File: src/rtl/trap_controller.sv
// trap_controller: machine-mode trap / MRET sequencer.
// Samples decode-stage exceptions in IDLE. For a trap it writes mcause/mepc/mtval
// into the CSR file. It pulses a pipeline flush and redirects fetch to mtvec
// (trap) or mepc (MRET). It then holds a drain stall for DRAIN_CYCLES cycles
// after the redirect is accepted. Every output comes straight from a flop.
module trap_controller #(
    parameter int DRAIN_CYCLES = 4,
    parameter int CNT_W        = 3
) (
    input  logic        clk,
    input  logic        rst,
    input  logic        id_valid,
    input  logic [31:0] id_pc,
    input  logic        invalid_inst,
    input  logic        ecall,
    input  logic        mret,
    input  logic [31:0] faulting_inst,
    input  logic        flush_in,
    input  logic        stall_mmu,
    input  logic [31:0] mtvec_in,
    input  logic [31:0] mepc_in,
    input  logic        redirect_ready,
    output logic        csr_we,
    output logic [31:0] mcause_out,
    output logic [31:0] mepc_out,
    output logic [31:0] mtval_out,
    output logic        trap_flush,
    output logic        redirect_valid,
    output logic [31:0] redirect_pc,
    output logic        stall_out,
    output logic        in_mret
);

    localparam logic [31:0]      CAUSE_ILLEGAL = 32'd2;
    localparam logic [31:0]      CAUSE_ECALL_M = 32'd11;
    localparam logic [CNT_W-1:0] DRAIN_LOAD    = CNT_W'(DRAIN_CYCLES);
    localparam logic [CNT_W-1:0] CNT_ONE       = CNT_W'(1);

    typedef enum logic [1:0] {
        S_IDLE,
        S_WRITE,
        S_REDIRECT,
        S_DRAIN
    } state_t;

    state_t           state_q, state_d;
    logic [CNT_W-1:0] cnt_q, cnt_d;
    logic             csr_we_d, trap_flush_d, redirect_valid_d, stall_d, in_mret_d;
    logic [31:0]      mcause_d, mepc_d, mtval_d, redirect_pc_d;

    // The trap vector and the return address are word aligned, so their low
    // two bits are never used.
    logic unused_low_bits;
    assign unused_low_bits = ^{mtvec_in[1:0], mepc_in[1:0]};

    // A decode-slot event is taken only from a real, unstalled, right-path instruction.
    logic sample_ok;
    logic any_event;
    assign sample_ok = id_valid && !stall_mmu && !flush_in;
    assign any_event = invalid_inst || ecall || mret;

    // Next-state and next-output logic; registered values are computed here.
    // NOTE: every signal gets a default before the case so no path leaves it unassigned (no latch).
    always_comb begin
        state_d          = state_q;
        cnt_d            = cnt_q;
        csr_we_d         = 1'b0;
        trap_flush_d     = 1'b0;
        redirect_valid_d = redirect_valid;
        redirect_pc_d    = redirect_pc;
        stall_d          = stall_out;
        in_mret_d        = in_mret;
        mcause_d         = mcause_out;
        mepc_d           = mepc_out;
        mtval_d          = mtval_out;

        unique case (state_q)
            S_IDLE: begin
                if (sample_ok && any_event) begin
                    state_d = S_WRITE;
                    stall_d = 1'b1;
                    if (invalid_inst) begin
                        mcause_d      = CAUSE_ILLEGAL;
                        mepc_d        = id_pc;
                        mtval_d       = faulting_inst;
                        redirect_pc_d = {mtvec_in[31:2], 2'b00};
                        in_mret_d     = 1'b0;
                    end else if (ecall) begin
                        mcause_d      = CAUSE_ECALL_M;
                        mepc_d        = id_pc;
                        mtval_d       = 32'd0;
                        redirect_pc_d = {mtvec_in[31:2], 2'b00};
                        in_mret_d     = 1'b0;
                    end else begin
                        // MRET leaves the trap CSR values untouched.
                        redirect_pc_d = {mepc_in[31:2], 2'b00};
                        in_mret_d     = 1'b1;
                    end
                end
            end

            S_WRITE: begin
                if (!stall_mmu) begin
                    trap_flush_d     = 1'b1;
                    csr_we_d         = !in_mret;
                    redirect_valid_d = 1'b1;
                    state_d          = S_REDIRECT;
                end
            end

            S_REDIRECT: begin
                if (redirect_valid && redirect_ready && !stall_mmu) begin
                    redirect_valid_d = 1'b0;
                    cnt_d            = DRAIN_LOAD;
                    state_d          = S_DRAIN;
                end
            end

            S_DRAIN: begin
                if (!stall_mmu) begin
                    if (cnt_q <= CNT_ONE) begin
                        cnt_d     = '0;
                        stall_d   = 1'b0;
                        in_mret_d = 1'b0;
                        state_d   = S_IDLE;
                    end else begin
                        cnt_d = cnt_q - CNT_ONE;
                    end
                end
            end

            default: begin
                state_d = S_IDLE;
            end
        endcase
    end

    // State and output registers; reset clears everything, including the CSR payload.
    // NOTE: sequential state uses non-blocking assignments so all flops update from pre-edge values.
    always_ff @(posedge clk) begin
        if (rst) begin
            state_q        <= S_IDLE;
            cnt_q          <= '0;
            csr_we         <= 1'b0;
            trap_flush     <= 1'b0;
            redirect_valid <= 1'b0;
            redirect_pc    <= 32'd0;
            stall_out      <= 1'b0;
            in_mret        <= 1'b0;
            mcause_out     <= 32'd0;
            mepc_out       <= 32'd0;
            mtval_out      <= 32'd0;
        end else begin
            state_q        <= state_d;
            cnt_q          <= cnt_d;
            csr_we         <= csr_we_d;
            trap_flush     <= trap_flush_d;
            redirect_valid <= redirect_valid_d;
            redirect_pc    <= redirect_pc_d;
            stall_out      <= stall_d;
            in_mret        <= in_mret_d;
            mcause_out     <= mcause_d;
            mepc_out       <= mepc_d;
            mtval_out      <= mtval_d;
        end
    end

endmodule

File: config.mk
export PLATFORM = sky130hd
export DESIGN_NAME = trap_controller
export DESIGN_NICKNAME = d
export VERILOG_FILES = /design/src/rtl/trap_controller.sv
export SDC_FILE = /design/constraint.sdc
export NUM_CORES = 1
export LEC_CHECK = 0
export CORE_AREA = 2 2 119 121
export CTS_CLUSTER_SIZE = 12
export DETAILED_ROUTE_END_ITERATION = 7
export DIE_AREA = 0 0 121 123
export PLACE_DENSITY = 0.81
export SYNTH_ARGS = -nofsm -noshare
export SYNTH_HDL_FRONTEND = slang
export SYNTH_SLANG_ARGS = --single-unit
File: constraint.sdc
create_clock -name clk -period 1.6 [get_ports clk]
set_input_delay 0.4 -clock clk [delete_from_list [all_inputs] [get_ports clk]]
set_output_delay 0.4 -clock clk [all_outputs]
set_load 0.03 [all_outputs]
==> out/metrics.yaml <==
status: "complete, but fails checks"
violations: "negative setup slack"
worst-setup-path-type: "reg2reg"
antennaDiodeCount: 0
critPathLaunchType: "flop"
rsz0062_at_grt: "yes"
power.leakage_nw: 3.315
path_clk_slew_ns: 0.07
cts_buffers: 9
async_reset_ff_share_pct: 0
cp.arrival_ns: 1.85
ys_warn_count: 0
hold_path.class: "reg2reg"
die_h_um: 123
io_buffers: 234
netlist_instances: 493
final_util_pct: 57.14
grt_overflow: 0
cts.sinks: 106
layout-drive-gt1-share_pct: 20.26
seq_area_frac_synth_pct: 47.05
clock_path_buffers: 2
drv_slew: 0
worstSetupEndpointType: "flop"
grt.busiest_layer: "met2"
h-tree-depth: 3
max_slew.worst_pin.slew_ns: 0.6440
drc: 0
clock_tree.root_cell: "clkbuf_16"
syn_area_per_cell_um2: 9.149
syn_area_um2: 4511
coreArea_um2: 13610
stdcell_count: 935
synth_flop_cell: "dfxtp_1"
wl_per_cell_um: 15.58
antenna_found_initial: 0
dr_total_vias: 4466
placed_cells: 897
whs_ns: 0.4525
clock_latency_ns: 0.34
vias_per_cell: 4.776
cap_violations: 0
initial_utilization_pct: 33.14
track_usage_pct: 18.27
setup_viol: 15
synth_seq_cells: 106
finalNetCount: 893
fin_skew_ns: 0.006420
fin_crit_sh_pct: 101.3
ys_types: 33
cts_tree: "done"
rows: 43
grt.met1_usage_pct: 20.69
syn2layout_area_growth_pct: 72.43
ios: 270
crit_required_ns: 1.83
setup_slack_ns: -0.02160
cp_max_fo: 16
layout_commonest_cell: "clkdlybuf4s50_1"
ctsHoldBuffers: 0
vdd_ir_drop_max_mv: 0.6230
dp_hpwl_um: 9950
grt_pass1_vias: 4252
first_iter_violations: 197
fmax_mhz: 616.7
period_minus_slack_ns: 1.622
totalWireLength_um: 14570
power_density_nw_per_um2: 1007
slew_headroom_pct: 57.06
drtAntennaViolNets: 0
grt_pass1_wl_um: 21350
die_area_um2: 14880
globalplace.congestion: 0.7621
hold_viol: 0
dieWidth_um: 121
met2_usage_pct: 32.87
layout_common_cells: "clkdlybuf4s50_1 (125), dlygate4sd2_1 (105), dfxtp_1 (103), nand2_1 (100), o21ai_0 (33)"
use_met3_pct: 4.843
drt_pass1_iterations: 4
synth_edf_count: 0
grt_max_degree: 47
[where the power goes]
part	switching [mW]	internal, mW	leakage [nW]
Clock	1.00	1.74	0.185
Sequential	0.110	2.83	0.861
Combinational	1.18	0.964	2.27
Total	2.29	5.54	3.31
[worst paths after layout]
check | slack, ns | end | startpoint | cells after the start
setup / recovery | -0.02 | mtval_out[23] | state_q[1] | 8
hold / removal | 0.45 | mepc_out[17] | mepc_out[17] | 2
setup reg to reg | -0.02 | mtval_out[23] | state_q[1] | 8
hold reg to reg | 0.45 | mepc_out[17] | mepc_out[17] | 2
[worst max-delay path, stage by stage (launching register included)]
cell	delay [ns]
dfxtp_2	0.33
inv_2	0.07
ha_4	0.13
and4bb_4	0.27
nor2b_4	0.19
buf_6	0.14
nor2_4	0.04
buf_12	0.14
a22o_1	0.19
[layer usage]
metal,vias up,share of wire [%]
met2,188,51
met3,23,7.5
met4,0,1.9
met5,-,0
met1,2089,40
li1,2166,-
[cells by family after synthesis]
family,after synthesis,synth area share [%]
AOI/OAI and AO/OA,148,26.21
adders and majority gates,6,1.664
buffers and inverters,78,10.49
DFF,106,47.05
muxes,2,0.4438
other,1,0.08314
and+or+nand+nor,152,14.06
[metrics by stage]
stage | TNS [ns] | instance area, um2 | total power [mW] | setup slack, ns
floorplan | 0 | 4634 | 4.134 | 0.000008216
global placement | -50.71 | 7033 | 4.972 | -0.5479
detailed placement | -55.14 | 7033 | 5.002 | -0.6293
CTS | -0.6462 | 7661 | 7.825 | -0.07463
global route | -3.063 | 7777 | 8.162 | -0.07810
finish | -0.1221 | 7777 | 7.831 | -0.02160
[registers in the layout, summed over array words and instances (netlist names), 2 cells and up]
name         flops
mcause_out       2
redirect_pc     30
mepc_out        32
mtval_out       32
state_q          2
cnt_q            3
[synthesized netlist by cell type (2+ instances only)]
| cell type | instances | area (um2) |
|---|---|---|
| buf_4 | 34 | 255.2 |
| and3_1 | 3 | 18.77 |
| a31oi_1 | 2 | 12.51 |
| dfxtp_1 | 106 | 2122 |
| buf_2 | 12 | 60.06 |
| or3_1 | 2 | 12.51 |
| nor3_1 | 3 | 15.01 |
| a311oi_2 | 30 | 450.4 |
| ha_1 | 6 | 75.07 |
| nor2b_1 | 3 | 18.77 |
| nand2_1 | 100 | 375.4 |
| a211oi_1 | 2 | 15.01 |
| clkbuf_1 | 18 | 67.56 |
| inv_1 | 8 | 30.03 |
| a22o_1 | 32 | 280.3 |
| nor2_1 | 35 | 131.4 |
| a21oi_1 | 42 | 210.2 |
| o21ai_0 | 35 | 175.2 |
| buf_6 | 5 | 56.30 |
| mux2i_1 | 2 | 20.02 |
[final cells by class]
class,instances,area (um2)
Sequential cell,106,2126
Timing Repair Buffer,284,2759
Tap cell,180,225.2
Multi-Input combinational cell,341,2262
Fill cell,1228,5834
Inverter,8,30.03
Clock inverter,6,136.4
Clock buffer,10,239.0
[repair_timing]
action	4_1_cts	5_1_grt
gates resized for setup	136	50
pin swaps	20	21
hold endpoints to repair	0	0
endpoints found under the setup margin	204	100
cloned	6	1
setup buffers	16	6
Power figures use the tool's default switching activity.
